### config.mk
export PLATFORM = sky130hd
export DESIGN_NAME = mem_port_arbiter_flat
export DESIGN_NICKNAME = d
export VERILOG_FILES = /design/src/rtl/mem_port_arbiter_if.sv /design/src/rtl/mem_port_arbiter.sv /design/src/flat_wrapper.sv
export SDC_FILE = /design/constraint.sdc
export NUM_CORES = 1
export LEC_CHECK = 0
export BUFFER_PORTS_ARGS = -buffer_cell sky130_fd_sc_hd__buf_2
export CORE_ASPECT_RATIO = 2
export CORE_UTILIZATION = 42
export DETAILED_ROUTE_END_ITERATION = 8
export GPL_TIMING_DRIVEN = 1
export PLACE_DENSITY = 0.75
export SLEW_MARGIN = 0
export SYNTH_ARGS = -nofsm -noshare
export SYNTH_HDL_FRONTEND = slang
export SYNTH_SLANG_ARGS = --single-unit
### constraint.sdc
create_clock -name clk -period 1.3 [get_ports clk]
set_clock_uncertainty 0.05 [all_clocks]
set_input_delay 0.065 -clock clk [delete_from_list [all_inputs] [get_ports clk]]
set_output_delay 0.065 -clock clk [all_outputs]
set_load 0.005 [all_outputs]
### src/rtl/mem_port_arbiter_if.sv
// Shared bus bundle between fetch, MEM stage, arbiter and the unified memory.
// The slave view is the arbiter; the master view is everything around it.
interface mem_port_arbiter_if #(
  parameter int DATA_W = 32,
  parameter int ADDR_W = 9
);
  logic              if_req;
  logic [ADDR_W-1:0] if_addr;
  logic              if_gnt;
  logic              if_rvalid;
  logic [DATA_W-1:0] if_rdata;

  logic              d_req;
  logic              d_we;
  logic [ADDR_W-1:0] d_addr;
  logic [DATA_W-1:0] d_wdata;
  logic              d_gnt;
  logic              d_rvalid;
  logic [DATA_W-1:0] d_rdata;

  logic              mem_req;
  logic              mem_we;
  logic [ADDR_W-1:0] mem_addr;
  logic [DATA_W-1:0] mem_wdata;
  logic              mem_ack;
  logic [DATA_W-1:0] mem_rdata;

  modport slave (
    input  if_req, if_addr,
    output if_gnt, if_rvalid, if_rdata,
    input  d_req, d_we, d_addr, d_wdata,
    output d_gnt, d_rvalid, d_rdata,
    output mem_req, mem_we, mem_addr, mem_wdata,
    input  mem_ack, mem_rdata
  );

  modport master (
    output if_req, if_addr,
    input  if_gnt, if_rvalid, if_rdata,
    output d_req, d_we, d_addr, d_wdata,
    input  d_gnt, d_rvalid, d_rdata,
    input  mem_req, mem_we, mem_addr, mem_wdata,
    output mem_ack, mem_rdata
  );
endinterface

### src/rtl/mem_port_arbiter.sv
// Single-port memory arbiter: data has priority over fetch,
// with a streak limit so fetch is never starved indefinitely.
module mem_port_arbiter #(
  parameter int DATA_W     = 32,
  parameter int ADDR_W     = 9,
  parameter int STARVE_MAX = 4
) (
  input  logic                clk,
  input  logic                reset,
  mem_port_arbiter_if.slave   bus,
  output logic                busy
);

  localparam int SW = $clog2(STARVE_MAX + 1);
  localparam logic [SW-1:0] SMAX = SW'(STARVE_MAX);

  typedef enum logic [1:0] {
    IDLE    = 2'd0,
    WAIT_IF = 2'd1,
    WAIT_D  = 2'd2
  } state_e;

  state_e            state_q;
  logic [SW-1:0]     streak_q, streak_d;
  logic              mem_req_q;
  logic              mem_we_q;
  logic [ADDR_W-1:0] mem_addr_q;
  logic [DATA_W-1:0] mem_wdata_q;
  logic              if_rvalid_q;
  logic [DATA_W-1:0] if_rdata_q;
  logic              d_rvalid_q;
  logic [DATA_W-1:0] d_rdata_q;

  logic idle, pick_d, if_gnt, d_gnt;

  assign idle   = (state_q == IDLE);
  // Fetch wins a collision only once data has used up its streak.
  assign pick_d = bus.d_req &&
                  !(bus.if_req && streak_q == SMAX);
  assign d_gnt  = idle && pick_d;
  assign if_gnt = idle && bus.if_req && !pick_d;

  always_comb begin
    streak_d = streak_q;
    if (d_gnt) begin
      if (!bus.if_req)
        streak_d = '0;
      else if (streak_q != SMAX)
        streak_d = streak_q + SW'(1);
    end else if (if_gnt) begin
      streak_d = '0;
    end
  end

  always_ff @(posedge clk) begin
    if (reset) begin
      state_q     <= IDLE;
      streak_q    <= '0;
      mem_req_q   <= 1'b0;
      mem_we_q    <= 1'b0;
      mem_addr_q  <= '0;
      mem_wdata_q <= '0;
      if_rvalid_q <= 1'b0;
      if_rdata_q  <= '0;
      d_rvalid_q  <= 1'b0;
      d_rdata_q   <= '0;
    end else begin
      if_rvalid_q <= 1'b0;
      d_rvalid_q  <= 1'b0;
      streak_q    <= streak_d;
      unique case (state_q)
        IDLE: begin
          if (d_gnt) begin
            mem_req_q   <= 1'b1;
            mem_we_q    <= bus.d_we;
            mem_addr_q  <= bus.d_addr;
            mem_wdata_q <= bus.d_wdata;
            state_q     <= WAIT_D;
          end else if (if_gnt) begin
            mem_req_q  <= 1'b1;
            mem_we_q   <= 1'b0;
            mem_addr_q <= bus.if_addr;
            state_q    <= WAIT_IF;
          end
        end
        WAIT_IF: begin
          if (bus.mem_ack) begin
            if_rdata_q  <= bus.mem_rdata;
            if_rvalid_q <= 1'b1;
            mem_req_q   <= 1'b0;
            state_q     <= IDLE;
          end
        end
        WAIT_D: begin
          if (bus.mem_ack) begin
            if (!mem_we_q)
              d_rdata_q <= bus.mem_rdata;
            d_rvalid_q <= 1'b1;
            mem_req_q  <= 1'b0;
            mem_we_q   <= 1'b0;
            state_q    <= IDLE;
          end
        end
        default: state_q <= IDLE;
      endcase
    end
  end

  assign bus.if_gnt    = if_gnt;
  assign bus.d_gnt     = d_gnt;
  assign bus.if_rvalid = if_rvalid_q;
  assign bus.if_rdata  = if_rdata_q;
  assign bus.d_rvalid  = d_rvalid_q;
  assign bus.d_rdata   = d_rdata_q;
  assign bus.mem_req   = mem_req_q;
  assign bus.mem_we    = mem_we_q;
  assign bus.mem_addr  = mem_addr_q;
  assign bus.mem_wdata = mem_wdata_q;
  assign busy          = !idle;

endmodule
### src/flat_wrapper.sv
// flat-port wrapper written by rule: the top's interface ports become plain ports
module mem_port_arbiter_flat 
#(
  parameter int DATA_W     = 32,
  parameter int ADDR_W     = 9,
  parameter int STARVE_MAX = 4
)
  (clk, reset, busy, bus_if_req, bus_if_addr, bus_if_gnt, bus_if_rvalid, bus_if_rdata, bus_d_req, bus_d_we, bus_d_addr, bus_d_wdata, bus_d_gnt, bus_d_rvalid, bus_d_rdata, bus_mem_req, bus_mem_we, bus_mem_addr, bus_mem_wdata, bus_mem_ack, bus_mem_rdata);
  mem_port_arbiter_if #(.DATA_W(DATA_W), .ADDR_W(ADDR_W)) bus_i ();
  input  logic clk;
  input  logic reset;
  output logic busy;
  input wire logic [$bits(bus_i.if_req)-1:0] bus_if_req;
  input wire logic [$bits(bus_i.if_addr)-1:0] bus_if_addr;
  output wire logic [$bits(bus_i.if_gnt)-1:0] bus_if_gnt;
  output wire logic [$bits(bus_i.if_rvalid)-1:0] bus_if_rvalid;
  output wire logic [$bits(bus_i.if_rdata)-1:0] bus_if_rdata;
  input wire logic [$bits(bus_i.d_req)-1:0] bus_d_req;
  input wire logic [$bits(bus_i.d_we)-1:0] bus_d_we;
  input wire logic [$bits(bus_i.d_addr)-1:0] bus_d_addr;
  input wire logic [$bits(bus_i.d_wdata)-1:0] bus_d_wdata;
  output wire logic [$bits(bus_i.d_gnt)-1:0] bus_d_gnt;
  output wire logic [$bits(bus_i.d_rvalid)-1:0] bus_d_rvalid;
  output wire logic [$bits(bus_i.d_rdata)-1:0] bus_d_rdata;
  output wire logic [$bits(bus_i.mem_req)-1:0] bus_mem_req;
  output wire logic [$bits(bus_i.mem_we)-1:0] bus_mem_we;
  output wire logic [$bits(bus_i.mem_addr)-1:0] bus_mem_addr;
  output wire logic [$bits(bus_i.mem_wdata)-1:0] bus_mem_wdata;
  input wire logic [$bits(bus_i.mem_ack)-1:0] bus_mem_ack;
  input wire logic [$bits(bus_i.mem_rdata)-1:0] bus_mem_rdata;
  assign bus_i.if_req = bus_if_req;
  assign bus_i.if_addr = bus_if_addr;
  assign bus_if_gnt = bus_i.if_gnt;
  assign bus_if_rvalid = bus_i.if_rvalid;
  assign bus_if_rdata = bus_i.if_rdata;
  assign bus_i.d_req = bus_d_req;
  assign bus_i.d_we = bus_d_we;
  assign bus_i.d_addr = bus_d_addr;
  assign bus_i.d_wdata = bus_d_wdata;
  assign bus_d_gnt = bus_i.d_gnt;
  assign bus_d_rvalid = bus_i.d_rvalid;
  assign bus_d_rdata = bus_i.d_rdata;
  assign bus_mem_req = bus_i.mem_req;
  assign bus_mem_we = bus_i.mem_we;
  assign bus_mem_addr = bus_i.mem_addr;
  assign bus_mem_wdata = bus_i.mem_wdata;
  assign bus_i.mem_ack = bus_mem_ack;
  assign bus_i.mem_rdata = bus_mem_rdata;
  mem_port_arbiter #(.DATA_W(DATA_W), .ADDR_W(ADDR_W), .STARVE_MAX(STARVE_MAX)) u_core (.clk(clk), .reset(reset), .bus(bus_i), .busy(busy));
endmodule
# Word-level counts from Yosys, hierarchy flattened

Cells that the tools add are included.

Flip-flop bits (word level): 114
Output and inout port bits: 112
Bits of input ports: 88

Bitwise logic cells: 3
Multiplexer cells: 18
$add $sub $neg: 1
Reductions and logical operators: 23
Equal/unequal tests: 8

Operators with widths:

| operator              | number |
|---|---|
| $mux W9               | 2 |
| $mux W3               | 4 |
| $reduce_and A2 Y1     | 5 |
| $reduce_and A3 Y1     | 3 |
| $mux W1               | 6 |
| $mux W2               | 3 |
| $ne A3 B3 Y1 const B  | 2 |
| $reduce_bool A2 Y1    | 3 |
| $reduce_or A2 Y1      | 3 |
| $logic_and A1 B1 Y1   | 5 |
| $pmux W1 S2           | 2 |
| $pmux W2 S2           | 1 |
| $add A3 B1 Y3 const B | 1 |
| $eq A3 B3 Y1 const B  | 1 |
| $logic_not A1 Y1      | 3 |
| $ne A3 B2 Y1 const B  | 1 |
| $not A1 Y1            | 3 |
| $eq A2 B1 Y1 const B  | 1 |
| $eq A2 B2 Y1 const B  | 1 |
| $logic_not A2 Y1      | 1 |
| $ne A2 B1 Y1 const B  | 1 |
| $ne A2 B2 Y1 const B  | 1 |

# Longest topological paths before layout

Gate-level depths: netlist of run 1.

Depth after elaboration: 9
Gate-level depth with buffers: 7

# Worst setup path before layout of run 1

Ideal clock, no wire load.

Path type: register to register
Start: reg u_core.state_q[0]
End: reg u_core.mem_addr_q[1], in the netlist u_core.bus.mem_addr[1]
Required time: 1.159 ns
Period minus slack after synthesis: 1.417 ns
Arrival: 1.276 ns
Buffers on the path: 1
Setup time: 0.091 ns
Setup slack: -0.117 ns
Cell stages (with the launch flop): 7
Cells stage by stage: dfxtp_1 inv_1 ha_1 nand2_1 buf_2 nor3_1 a311oi_1

Longest elaborated chain between the ends: 5
Elaborated cells on any way between the ends: 7

Ends and longest elaborated chain:

| item                                | line                                           | source |
|---|---|---|
| from (decl)                         | mem_port_arbiter.sv:23                         | `state_e state_q;` |
| from (signal assigned)              | mem_port_arbiter.sv:57                         | `state_q <= IDLE;` |
| from (signal assigned)              | mem_port_arbiter.sv:78                         | `state_q <= WAIT_D;` |
| from (signal assigned)              | mem_port_arbiter.sv:83                         | `state_q <= WAIT_IF;` |
| $logic_not A2 Y1 (*)                | mem_port_arbiter.sv:36, mem_port_arbiter.sv:71 |  |
| $logic_and A1 B1 Y1 (2 in a row)    | mem_port_arbiter.sv:41                         | `assign if_gnt = idle && bus.if_req && !pick_d;` |
| $reduce_bool A2 Y1 (no source line) | -                                              |  |
| $reduce_and A2 Y1 (no source line)  | -                                              |  |
| to (signal assigned)                | mem_port_arbiter.sv:76                         | `mem_addr_q <= bus.d_addr;` |
| to (signal assigned)                | mem_port_arbiter.sv:82                         | `mem_addr_q <= bus.if_addr;` |
| to (decl)                           | mem_port_arbiter.sv:27                         | `logic [ADDR_W-1:0] mem_addr_q;` |

Every way passes the cells marked *; elsewhere a longest branch is shown, timed or not.
A chain may end at the register's enable or synchronous reset.

# Worst setup path after layout of run 1

Start: reg u_core.state_q[0]
End: reg u_core.mem_addr_q[6], in the netlist u_core.bus.mem_addr[6]

Same word-level chain as after synthesis.

==> results of run 1 <==
-- worst register-to-register path: cells and delay by family (launching register included) --
kind / cells / cell delay, ns
fa+ha+maj: 1 / 0.21
simple gates: 1 / 0.09
flops: 1 / 0.33
compound gates: 1 / 0.36
buf+inv: 3 / 0.42
-- cell type report --
cell class / instances / area [um^2]
timing repair buffer: 333 / 2611
multi-input combinational: 362 / 2545
sequential: 114 / 2288
fill: 607 / 2266
clock buffer: 18 / 429.2
tap: 137 / 171.4
clock inverter: 14 / 140.1
inverter: 7 / 26.28
-- registers in the layout, summed over array words and instances (netlist names) --
name and count:
u_core.bus.d_rdata 32, u_core.bus.if_rdata 32, u_core.bus.mem_wdata 32, u_core.bus.mem_addr 9, u_core.streak_q 3, u_core.state_q 2, u_core.bus.d_rvalid 1, u_core.bus.if_rvalid 1
u_core.bus.mem_req 1, u_core.bus.mem_we 1
-- stage by stage --
| stage | worst slack [ns] | std cells | util | power [mW] |
|---|---|---|---|---|
| floorplan | -0.0002734 | 533 | - | 4.448 |
| global placement | -0.04529 | 840 | 0.5444 | 4.896 |
| detailed placement | -0.1474 | 840 | 0.5444 | 4.947 |
| CTS | -0.1990 | 975 | 0.7208 | 9.843 |
| global route | -0.2795 | 985 | 0.7837 | 10.50 |
| finish | -0.2665 | 985 | 0.7837 | 10.18 |
-- cell usage in the layout (no fill, tap or decap), drive strengths merged --
| cell | n |
|---|---|
| buf | 244 |
| nand2 | 135 |
| dfxtp | 114 |
| a21oi | 100 |
| dlygate4sd3 | 83 |
| o21ai | 35 |
| nand4 | 32 |
| clkbuf | 24 |
| nor2 | 10 |
| mux2i | 8 |
| inv | 8 |
| a221oi | 7 |
| clkinv | 6 |
| ha | 6 |
| clkinvlp | 5 |
| nand3 | 4 |
| nor3 | 3 |
| a311oi | 2 |
| o21a | 2 |
| nor3b | 2 |
| nor2b | 2 |
| bufinv | 2 |
| and2 | 1 |
| and3 | 1 |
| and3b | 1 |
| nand3b | 1 |
| nand4b | 1 |
| a22o | 1 |
| mux2 | 1 |
| o32ai | 1 |
| a21o | 1 |
| a211o | 1 |
| nand2b | 1 |
| or3 | 1 |
| o41ai | 1 |
| o21ba | 1 |
-- worst min-delay path by stage --
stage | from | end | depth (start not counted) | slack, ns
global placement | bus_mem_rdata[21] | u_core.bus.if_rdata[21]$_SDFFE_PP0P_ | 3 | 0.27
CTS | bus_if_addr[6] | u_core.bus.mem_addr[6]$_SDFFE_PP0P_ | 3 | 0.008
floorplan | bus_mem_ack | u_core.bus.d_rvalid$_SDFF_PP0_ | 2 | 0.13
finish | bus_if_addr[5] | u_core.bus.mem_addr[5]$_SDFFE_PP0P_ | 3 | 0.01
detailed placement | bus_mem_rdata[14] | u_core.bus.d_rdata[14]$_SDFFE_PP0P_ | 3 | 0.27
global route | bus_if_addr[5] | u_core.bus.mem_addr[5]$_SDFFE_PP0P_ | 3 | 0.02
-- timing repair --
item	4_1_cts	5_1_grt
gates cloned	6	8
hold endpoints to repair	107	0
endpoints found under the setup margin	112	115
hold buffers	83	0
buffers inserted	14	5
pin swaps	7	48
gates resized for setup	57	132
-- power by group --
part / internal, mW / switching, mW
Sequential: 3.68 / 0.100
Clock: 2.80 / 1.72
Combinational: 0.947 / 0.933
Total: 7.43 / 2.75
-- logic make-up after synthesis --
kind of cell | count (synthesis)
AO/OA/AOI/OAI | 152
adder cells (fa/ha/maj) | 6
buffers and inverters | 57
flip-flops | 114
multiplexers | 9
AND/OR/NAND/NOR | 195
-- metal layers --
| layer | up-vias | track usage | wire length (um) |
|---|---|---|---|
| met5 | - | 0 | 0 |
| met4 | 0 | 0.1602 | 955 |
| met3 | 85 | 0.07995 | 1120 |
| met2 | 302 | 0.5572 | 10650 |
| met1 | 2591 | 0.2763 | 6453 |
| li1 | 2451 | - | - |
==> results.md, run 1 <==
- In this run the register-to-register setup slack is -0.27 ns.
- The critical path goes through inv_2, ha_4, buf_6, nand3_4, buf_4, a221oi_2.
- The number of antenna diodes in the final layout is 0.
- Of the synthesized area, sequential elements account for 0.5067.
- The post-detailed-placement cell area is 0.005704 mm^2.
- The data required time at the worst endpoint is 1.55 ns.
- Routability-driven placement finished with a final weighted congestion of 0.8336.
- After clock tree synthesis, the clock-pin slew on the worst setup and hold paths is 0.06 ns.
- The count of pins over their slew limit is 0.
- The commonest cells after synthesis are 134 x sky130_fd_sc_hd__nand2_1, 114 x sky130_fd_sc_hd__dfxtp_1, 100 x sky130_fd_sc_hd__a21oi_1, 32 x sky130_fd_sc_hd__nand4_1, 30 x sky130_fd_sc_hd__o21ai_1.
- The die is 148.5 um tall.
- In this run the deepest clock path goes through 2 buffers.
- Synthesis produced a netlist with a net count of 627.
- The via count of the first global-routing pass is 5241.
- Of the post-synthesis cell area, the part taken by muxes is 0.02028.
- The final period utilization is 1.205.
- The largest fanout on the critical path is 10.
- The average cell area after synthesis is 8.451 um^2.
- Counting every sink on the clock net gives 114.
- By area, the combinational part of the netlist is dominated by simple AND/OR/NAND/NOR gates.
- The root buffer cell is sky130_fd_sc_hd__clkbuf_16.
- The routed layout has 5429 vias.
- For the pin with the worst max-slew slack, the measured transition is 0.3929 ns.
- Setup violations remaining at the end of the flow were counted as 115.
- Summing all non-filler instances in the final layout gives an area of 0.008212 mm^2.
- The portion of synthesized cell area occupied by the leading cell type is 0.5067.
- The share of synthesized cell area in full adder, half adder and majority cells is 0.01667.
- In this design, the largest share of critical-path delay is due to buffers and inverters.
- For the worst-skew pair, the clock arrives at the later sink with an insertion delay of 0.41 ns.
- By startpoint and endpoint, the worst setup path is classified as reg -> reg.
- The layout overhead on the synthesized area is 82.31%.
- The final routed wirelength across all metal layers is 19180 um.
- After floorplanning, the core was divided into 53 placement rows.
- The number of different library cells used by synthesis comes to 41.
- The H-tree was split into 4 levels.
- The number of antenna violations at the first check in global routing was 0.
- The cell count after synthesis is 533.
- The fraction of final layout cells sized beyond drive strength 1 is 0.5000.
- The launching element type of the critical path is a flop.
- The launching element of the worst setup path is u_core.state_q[0]$_SDFFE_PP0P_.
- The critical path's largest stage delay is 0.36 ns.
- Once detailed placement completed, the half-perimeter wirelength came to 8901 um.
- The count of input and output buffers is 199.
- The fraction of registers with async set or reset after synthesis is 0.
- The peak ir drop on the vdd network is 1079 uV.
- The flow ran to the end, but the final reports show violations.
- The count of endpoints failing hold in the final timing report is 0.
- The logic depth of the worst setup path including buffers is 6.
- The final setup TNS is -18.71 ns.
- The startpoint identified for the worst register-to-register timing path is u_core.state_q[0]$_SDFFE_PP0P_.
- By area the synthesized netlist is led by sky130_fd_sc_hd__dfxtp_1 51%, sky130_fd_sc_hd__nand2_1 11%, sky130_fd_sc_hd__a21oi_1 11%.
- The post-detailed-route wirelength per cell is 19.47 um.
- Power spread over the standard cell area amounts to 1239 mW/mm^2.
- The synthesis warning total is 0.
- Setup repair after global routing could not meet its margin everywhere.
- The number of clock buffers added by TritonCTS is 17.
- The final hold slack is 0.01359 ns.
- After detailed routing, the number of vias per cell comes to 5.512.
- In the global route stage, overall resource usage came out at 0.2973.
- Across the run, the number of max-cap violations was 0.
- For this run, the top clock speed supported by timing is 638.4 MHz.
- The count of nets after finishing is 929.
- The synthesized flop and latch total is 114.
- The post-synthesis share of cell area spent on and, or, nand and nor gates is 0.1942.
- Entering global routing, the biggest net connects 66 pins.
- In this run the worst setup path terminates at u_core.bus.mem_addr[6]$_SDFFE_PP0P_.
- Summed over all layers, the global routing overflow is 0.
- Among all flip-flop cells after synthesis, the most frequent one is sky130_fd_sc_hd__dfxtp_1.
- The kind of end point of the critical path is a flop.
- For the worst flop-to-flop path, the logic depth is 6.
- The static leakage power is 3.749 nW.
- The xor/xnor share of the synthesized area is 0.
- The mapped cell area is 0.004504 mm^2.
- The final setup slack of the worst path is -0.2665 ns.
- The count of buffer and inverter cells on the critical path is 3.
- Before antenna repair, the detailed router went through 5 iterations.
- The number of nets with antenna violations after routing is 0.
- The slowest stage of the critical path is the sky130_fd_sc_hd__a221oi_2 cell.
- The worst min-delay path class is in -> reg.
- 200 I/O pins were placed.
- The capture instance of the worst register-to-register path is u_core.bus.mem_addr[6]$_SDFFE_PP0P_.
- For this run, design rule violations remaining after detail routing come to 0.
- The effective utilization at floorplan is 0.4299.
- Measured along the x axis, the die boundary spans 75.23 um.
- In the post-synthesis netlist, the cell with the most instances is sky130_fd_sc_hd__nand2_1.
- The synthesized-area fraction occupied by ao, oa, aoi and oai cells came to 0.1897.
- The wire length of the first global-routing pass is 24830 um.
- The number of enable-type register cells in the synthesized netlist is 0.
- TritonCTS built the clock tree.
- The number of violations reported at the end of detailed-routing iteration 0 is 295.
- The worst pin sits at a relative slew slack of 0.7381.
- The area of the die is 0.01117 mm^2.
- The time the worst path needs with I/O delays and setup is 1.566 ns.
- The core region is 0.01048 mm^2.
- The largest total area in the synthesized netlist belongs to sky130_fd_sc_hd__dfxtp_1.
- STA puts the critical path data arrival time at 1.82 ns.
- The checks that failed: negative setup slack.
Power figures use the tool's default switching activity.
==> run 2, diff against run 1 <==
--- a/config.mk
+++ b/config.mk
@@ -6,11 +6,13 @@
 export NUM_CORES = 1
 export LEC_CHECK = 0
 export BUFFER_PORTS_ARGS = -buffer_cell sky130_fd_sc_hd__buf_2
+export CELL_PAD_IN_SITES_DETAIL_PLACEMENT = 0
+export CELL_PAD_IN_SITES_GLOBAL_PLACEMENT = 1
 export CORE_ASPECT_RATIO = 2
-export CORE_UTILIZATION = 42
+export CORE_UTILIZATION = 30
 export DETAILED_ROUTE_END_ITERATION = 8
 export GPL_TIMING_DRIVEN = 1
-export PLACE_DENSITY = 0.75
+export PLACE_DENSITY_LB_ADDON = 0.1
 export SLEW_MARGIN = 0
 export SYNTH_ARGS = -nofsm -noshare
 export SYNTH_HDL_FRONTEND = slang
==> results.md, run 2 (same netlist as run 1, synthesis figures left out) <==
- The maximum number of pins on one net before global-route repair is 65 (was 66).
- The overall fraction of global-route tracks in use came to 0.2214 (was 0.2973).
- The register clock-pin slew on the reported worst setup and hold paths is 0.05 ns (was 0.06 ns).
- The number of cells in the design after placement is 902 (was 840).
- The clock latency reported for the late side of the worst-skew pair came to 0.40 ns (was 0.41 ns).
- The wire length of the first global-routing pass is 25820 um (was 24830 um).
- The number of detailed-route iterations in the first pass is 5 (unchanged).
- The normalized max-slew margin was 0.6697 (was 0.7381).
- The effective utilization at floorplan came to 0.3056 (was 0.4299).
- The final routed wirelength across all metal layers is 18410 um (was 19180 um).
- The final-report setup violation count is 116 (was 115).
- The count of input and output buffers is 199 (unchanged).
- The number of H-tree branching levels was 4 (unchanged).
- The number of nets with antenna violations after routing is 0 (unchanged).
- RSZ-0062 raised after global routing: true (unchanged).
- The max capacitance violation total is 0 (unchanged).
- The register-to-register setup slack is -0.23 ns (was -0.27 ns).
- The pre-CTS setup slack was -0.1353 ns (was -0.1474 ns).
- The share of power burned in combinational logic is 0.193 (was 0.185).
- The antenna diode instance count is 0 (unchanged).
- The count of standard-cell rows is 63 (was 53).
- The static leakage power was 3.723 nW (was 3.749 nW).
- The switching share of total power is 0.2697 (was 0.2702).
- The clock tree from TritonCTS is built (unchanged).
- The CTS sink count came to 114 (unchanged).
- The root buffer cell was sky130_fd_sc_hd__clkbuf_16 (unchanged).
- The instance count along the most critical hold path is 3 (unchanged).
- Result of the run: finished, violations left (unchanged).
- Leading cell types in the layout, fill and taps excluded: 197 x sky130_fd_sc_hd__buf_2, 109 x sky130_fd_sc_hd__dfxtp_1, 84 x sky130_fd_sc_hd__nand2_1 (was 197 x sky130_fd_sc_hd__buf_2, 109 x sky130_fd_sc_hd__dfxtp_1, 83 x sky130_fd_sc_hd__dlygate4sd3_1).
- The launching element type of the critical path is a flop (unchanged).
- The time the worst path needs with I/O delays and setup was 1.525 ns (was 1.566 ns).
- The total power density per cell area is 1192 mW/mm^2 (was 1239 mW/mm^2).
- The worst setup path category is reg -> out (was reg -> reg).
- The count of nets after finishing was 943 (was 929).
- The launch point of the worst reg-to-reg path is u_core.state_q[0]$_SDFFE_PP0P_ (unchanged).
- The number of top-level pins came to 200 (unchanged).
- The hold-critical path endpoint is u_core.bus.mem_addr[1]$_SDFFE_PP0P_ (was u_core.bus.mem_addr[5]$_SDFFE_PP0P_).
- The total via count in the routed design was 5190 (was 5429).
- The kind of end point of the critical path is an output port (was flop).
- The area of the die is 0.01554 mm^2 (was 0.01117 mm^2).
- The number of cells traversed by the worst register-to-register path was 7 (was 6).
- The net switching power figure is 2.779 mW (was 2.750 mW).
- The overall power consumption came to 10.31 mW (was 10.18 mW).
- The final hold slack is -0.01117 ns (was 0.01359 ns).
- The peak ir drop on the vdd network is 879.3 uV (was 1079 uV).
- Failing checks: negative hold slack, negative setup slack (was negative setup slack).
- The number of antenna violations at the first check in global routing was 0 (unchanged).
- The sum of overflow across all layers after global routing is 0 (unchanged).
- The cell-internal power is 7.527 mW (was 7.428 mW).
- The worst min-delay path class is in -> reg (unchanged).
- The die span in x came to 88.65 um (was 75.23 um).
- The timing-limited maximum frequency was 655.7 MHz (was 638.4 MHz).
- The data arrival time of the critical path is 1.41 ns (was 1.82 ns).
- The capture instance of the worst register-to-register path is u_core.bus.d_rdata[22]$_SDFFE_PP0P_ (was u_core.bus.mem_addr[6]$_SDFFE_PP0P_).
- The largest fanout on the critical path is 6 (was 10).
- The final period utilization is 1.173 (was 1.205).
- The final-layout fill cell count is 1355 (was 607).
- The fraction of final layout cells sized beyond drive strength 1 is 0.5465 (was 0.5000).
- The launch point of the worst hold path is bus_d_addr[1] (was bus_if_addr[5]).
- The clock buffer count from CTS is 17 (unchanged).
- The via count of the first global-routing pass is 5082 (was 5241).
- The count of non-filler cells in the finished layout is 1055 (was 985).
- The commonest non-fill, non-tap cell in the layout was sky130_fd_sc_hd__buf_2 (unchanged).
- The final setup slack of the worst path is -0.2251 ns (was -0.2665 ns).
- The DRC violations left is 0 (unchanged).
- The post-DP HPWL is 9616 um (was 8901 um).
- The count of pins over their slew limit is 0 (unchanged).
- The proportion of power drawn by the clock network is 0.439 (was 0.444).
- The number of violations reported at the end of detailed-routing iteration 0 was 130 (was 295).
- The placer congestion estimate is 0.7394 (was 0.8336).
- The actual slew at the worst max-slew pin is 0.4954 ns (was 0.3929 ns).
- The layout overhead on the synthesized area is 92.00% (was 82.31%).
- The count of endpoints failing hold in the final timing report is 1 (was 0).
- The y dimension of the die is 175.3 um (was 148.5 um).
- The data required time at the worst endpoint came to 1.19 ns (was 1.55 ns).
- The placeable core region was 0.01474 mm^2 (was 0.01048 mm^2).
- The maximum root-to-sink buffer count was 2 (unchanged).
- The register share of total power was 0.368 (was 0.371).
- The via count normalized by instance count came to 4.919 (was 5.512).
- The post-detailed-route wirelength per cell was 17.45 um (was 19.47 um).
==> run 2: changes by cell type in the layout (fill, tap and decap cells not counted), sizes merged <==
cell | previous run | this run
buf | 244 | 260
clkinv | 6 | 5
dlygate4sd3 | 83 | 80
==> run 2: how the worst max path moves through the flow <==
stage / startpoint / to / slack [ns] / cells past startpoint
floorplan: u_core.streak_q[0]$_SDFFE_PP0P_ / u_core.bus.mem_wdata[19]$_SDFFE_PP0P_ / -0.0003 / 7
global placement: u_core.state_q[1]$_SDFFE_PP0P_ / u_core.state_q[1]$_SDFFE_PP0P_ / -0.08 / 6
detailed placement: u_core.state_q[0]$_SDFFE_PP0P_ / u_core.bus.mem_addr[3]$_SDFFE_PP0P_ / -0.14 / 5
CTS: u_core.state_q[1]$_SDFFE_PP0P_ / bus_d_gnt / -0.23 / 6
global route: u_core.state_q[0]$_SDFFE_PP0P_ / busy / -0.28 / 6
finish: u_core.state_q[1]$_SDFFE_PP0P_ / busy / -0.23 / 6
==> run 2: cell type report <==
| cell class | count | area [um^2] | area share |
|---|---|---|---|
| Clock buffer | 17 | 425.4 | 0.04919 |
| Clock inverter | 13 | 138.9 | 0.01606 |
| Inverter | 7 | 31.28 | 0.003617 |
| Multi-Input combinational cell | 362 | 2705 | 0.3128 |
| Sequential cell | 114 | 2288 | 0.2646 |
| Tap cell | 195 | 244.0 | 0.02821 |
| Timing Repair Buffer | 347 | 2815 | 0.3255 |
==> run 2: power groups by stage <==
stage,combinational [mW],clock [mW],sequential (mW)
2_1_floorplan,0.593,0,3.85
3_3_place_gp,1.14,0,3.84
3_5_place_dp,1.16,0,3.84
4_1_cts,1.70,4.62,3.77
5_1_grt,2.12,4.79,3.81
6_report,1.99,4.52,3.79
==> run 2: stage by stage <==
stage	hold slack (ns)	util	TNS, ns	area (um^2)
floorplan	0.1288	-	-0.0002734	4569
global placement	0.2665	0.3939	-1.389	5807
detailed placement	0.2739	0.3939	-4.859	5807
CTS	0.001620	0.5393	-14.56	7949
global route	0.009216	0.5867	-23.28	8648
finish	-0.01117	0.5867	-16.72	8648
==> run 2: routing by layer <==
layer  GRT usage  share of wire  vias up
met2      0.4304           0.59      182
met5           0              0        -
met1      0.2099           0.34     2478
met4     0.09946          0.025        0
li1            -              -     2487
met3     0.04840          0.042       43
==> run 2: critical path, cell delays in order (launching register included) <==
cell	delay, ns
sky130_fd_sc_hd__dfxtp_2	0.35
sky130_fd_sc_hd__inv_2	0.06
sky130_fd_sc_hd__ha_4	0.21
sky130_fd_sc_hd__buf_6	0.14
sky130_fd_sc_hd__buf_12	0.12
sky130_fd_sc_hd__inv_2	0.04
sky130_fd_sc_hd__buf_2	0.09
==> run 2: timing repair <==
item | in CTS | in global routing
resized for setup | 97 | 138
endpoints found under the setup margin | 113 | 116
setup buffers | 19 | 9
hold buffers | 80 | 0
pin swaps | 49 | 82
cloned | 10 | 9
endpoints found under the hold margin | 107 | 0
==> run 3, diff against run 2 <==
--- a/config.mk
+++ b/config.mk
@@ -6,7 +6,7 @@
 export NUM_CORES = 1
 export LEC_CHECK = 0
 export BUFFER_PORTS_ARGS = -buffer_cell sky130_fd_sc_hd__buf_2
-export CELL_PAD_IN_SITES_DETAIL_PLACEMENT = 0
+export CELL_PAD_IN_SITES_DETAIL_PLACEMENT = 1
 export CELL_PAD_IN_SITES_GLOBAL_PLACEMENT = 1
 export CORE_ASPECT_RATIO = 2
 export CORE_UTILIZATION = 30
==> results.md, run 3 (same netlist as run 1, synthesis figures left out) <==
- Result of the run: finished, violations left (unchanged).
- Failing checks: negative setup slack (was negative hold slack, negative setup slack).
- The count of standard-cell rows is 63 (unchanged).
- The static leakage power is 3.636 nW (was 3.723 nW).
- The worst min-delay path class is in -> reg (unchanged).
- The data arrival time of the critical path is 1.79 ns (was 1.41 ns).
- The largest fanout on the critical path was 11 (was 6).
- The data required time at the worst endpoint came to 1.56 ns (was 1.19 ns).
- The critical path's largest stage delay is 0.35 ns (about the same).
- The worst-path cell with the longest stage delay is sky130_fd_sc_hd__dfxtp_2 (unchanged).
- The placeable core region is 0.01474 mm^2 (unchanged).
- The post-detailed-route wirelength per cell came to 18.55 um (was 17.45 um).
- The DRC violations left is 0 (unchanged).
- The CTS sink count is 114 (unchanged).
- The effective utilization at floorplan is 0.3056 (unchanged).
- Crit-path cells: inv_2, ha_4, buf_6, nand2_4, buf_12, nor3_2, a311oi_2 (was inv_2, ha_4, buf_6, buf_12, inv_2, buf_2).
- The final-report setup violation count was 116 (unchanged).
- The normalized max-slew margin is 0.6875 (was 0.6697).
- The count of endpoints failing hold in the final timing report is 0 (was 1).
- The number of top-level pins was 200 (unchanged).
- The summed area of non-filler cells in the final layout was 0.008265 mm^2 (was 0.008648 mm^2).
- The timing-limited maximum frequency is 653.7 MHz (was 655.7 MHz).
- The overall fraction of global-route tracks in use is 0.2555 (was 0.2214).
- The layout overhead on the synthesized area is 83.50% (was 92.00%).
- The family with the most delay on the worst path is flip-flops (was buffers and inverters).
- The time the worst path needs with I/O delays and setup was 1.530 ns (was 1.525 ns).
- The count of nets after finishing is 930 (was 943).
- The post-DP HPWL is 10430 um (was 9616 um).
- The number of detailed-route iterations in the first pass is 4 (was 5).
- The maximum number of pins on one net before global-route repair came to 65 (unchanged).
- The final routed wirelength across all metal layers is 19380 um (was 18410 um).
- The area of the die was 0.01554 mm^2 (unchanged).
- The maximum root-to-sink buffer count is 2 (unchanged).
- The via count normalized by instance count is 4.988 (was 4.919).
- Leading cell types in the layout, fill and taps excluded: 196 x sky130_fd_sc_hd__buf_2, 110 x sky130_fd_sc_hd__dfxtp_1, 83 x sky130_fd_sc_hd__dlygate4sd3_1 (was 197 x sky130_fd_sc_hd__buf_2, 109 x sky130_fd_sc_hd__dfxtp_1, 84 x sky130_fd_sc_hd__nand2_1).
- The clock buffer count from CTS is 17 (unchanged).
- The commonest non-fill, non-tap cell in the layout is sky130_fd_sc_hd__buf_2 (unchanged).
- The final setup slack of the worst path came to -0.2297 ns (was -0.2251 ns).
- The number of antenna violations at the first check in global routing is 1 (was 0).
- The number of violations reported at the end of detailed-routing iteration 0 is 104 (was 130).
- The clock latency reported for the late side of the worst-skew pair is 0.42 ns (was 0.40 ns).
- The root buffer cell is sky130_fd_sc_hd__clkbuf_16 (unchanged).
- RSZ-0062 raised after global routing: true (unchanged).
- The count of buffer and inverter cells on the critical path is 3 (was 5).
- The wire length of the first global-routing pass came to 29440 um (was 25820 um).
- The peak ir drop on the vdd network is 855.1 uV (was 879.3 uV).
- The number of cells in the design after placement is 902 (unchanged).
- The count of input and output buffers is 199 (unchanged).
- The number of nets with antenna violations after routing came to 0 (unchanged).
- The fraction of final layout cells sized beyond drive strength 1 came to 0.4912 (was 0.5465).
- The actual slew at the worst max-slew pin is 0.4688 ns (was 0.4954 ns).
- The via count of the first global-routing pass is 5623 (was 5082).
- The final period utilization is 1.177 (was 1.173).
- The sum of overflow across all layers after global routing is 0 (unchanged).
- The y dimension of the die is 175.3 um (unchanged).
- The register clock-pin slew on the reported worst setup and hold paths is 0.05 ns (about the same).
- The launching element type of the critical path was a flop (unchanged).
- The die span in x is 88.65 um (unchanged).
- The max capacitance violation total came to 0 (unchanged).
- The worst setup path category is reg -> reg (was reg -> out).
- The placer congestion estimate came to 0.7394 (unchanged).
- The count of pins over their slew limit came to 0 (unchanged).
- The total power density per cell area was 1256 mW/mm^2 (was 1192 mW/mm^2).
- The count of non-filler cells in the finished layout was 1045 (was 1055).
- The post-detailed-placement cell area is 0.005807 mm^2 (unchanged).
- The kind of end point of the critical path is a flop (was output port).
- The clock tree from TritonCTS is built (unchanged).
- The total via count in the routed design is 5212 (was 5190).
- The number of H-tree branching levels came to 4 (unchanged).
[run 3: layout make-up]
| class | instances | area, um^2 |
|---|---|---|
| Sequential cell | 114 | 2287 |
| Fill cell | 1720 | 6475 |
| Clock inverter | 12 | 137.6 |
| Clock buffer | 20 | 456.7 |
| Inverter | 7 | 31.28 |
| Multi-Input combinational cell | 362 | 2482 |
| Antenna cell | 1 | 2.502 |
| Tap cell | 195 | 244.0 |
| Timing Repair Buffer | 334 | 2624 |
[run 3: what timing repair did]
| action | CTS | global route |
|---|---|---|
| endpoints found under the hold margin | 107 | 0 |
| pin swaps | 48 | 13 |
| resized for setup | 112 | 77 |
| hold buffers | 83 | 0 |
| setup endpoints to repair | 113 | 116 |
| setup buffers | 17 | 5 |
| gates cloned | 11 | 1 |
[run 3: worst register-to-register path: cells and delay by family, from the launching register on]
family	cells	cell delay [ns]
flops	1	0.35
compound gates	1	0.26
simple gates	2	0.22
buf+inv	3	0.37
fa+ha+maj	1	0.20
[run 3: stage by stage]
stage / setup slack (ns) / hold WS (ns) / util / power (mW) / setup TNS [ns]
4_1_cts: -0.2415 / 0.006674 / 0.5474 / 10.35 / -16.95
3_3_place_gp: -0.08054 / 0.2665 / 0.3939 / 4.977 / -1.389
2_1_floorplan: -0.0002734 / 0.1288 / - / 4.448 / -0.0002734
5_1_grt: -0.2899 / 0.04654 / 0.5607 / 10.81 / -24.56
6_report: -0.2297 / 0.05373 / 0.5607 / 10.38 / -18.35
3_5_place_dp: -0.1640 / 0.2763 / 0.3939 / 5.017 / -5.207
[run 3: metal layers]
layer | share of wire | wire (um) | track usage | vias to the layer above
li1 | - | - | - | 2452
met1 | 0.35 | 6693 | 0.2421 | 2552
met2 | 0.58 | 11240 | 0.4952 | 166
met3 | 0.040 | 783 | 0.05780 | 42
met4 | 0.034 | 663 | 0.1156 | 0
met5 | 0 | 0 | 0 | -
[run 3: worst paths after layout]
path | startpoint | endpoint | slack, ns | cells after the start
worst max-delay path | u_core.state_q[1]$_SDFFE_PP0P_ | u_core.bus.mem_addr[1]$_SDFFE_PP0P_ | -0.23 | 7
worst min-delay path | bus_if_addr[3] | u_core.bus.mem_addr[3]$_SDFFE_PP0P_ | 0.05 | 3
worst max register to register | u_core.state_q[1]$_SDFFE_PP0P_ | u_core.bus.mem_addr[1]$_SDFFE_PP0P_ | -0.23 | 7
worst min register to register | u_core.bus.d_rdata[17]$_SDFFE_PP0P_ | u_core.bus.d_rdata[17]$_SDFFE_PP0P_ | 0.40 | 2
[run 3: report_power, final]
part | switching, mW | internal (mW)
Sequential | 0.103 | 3.68
Clock | 1.67 | 3.08
Combinational | 0.881 | 0.959
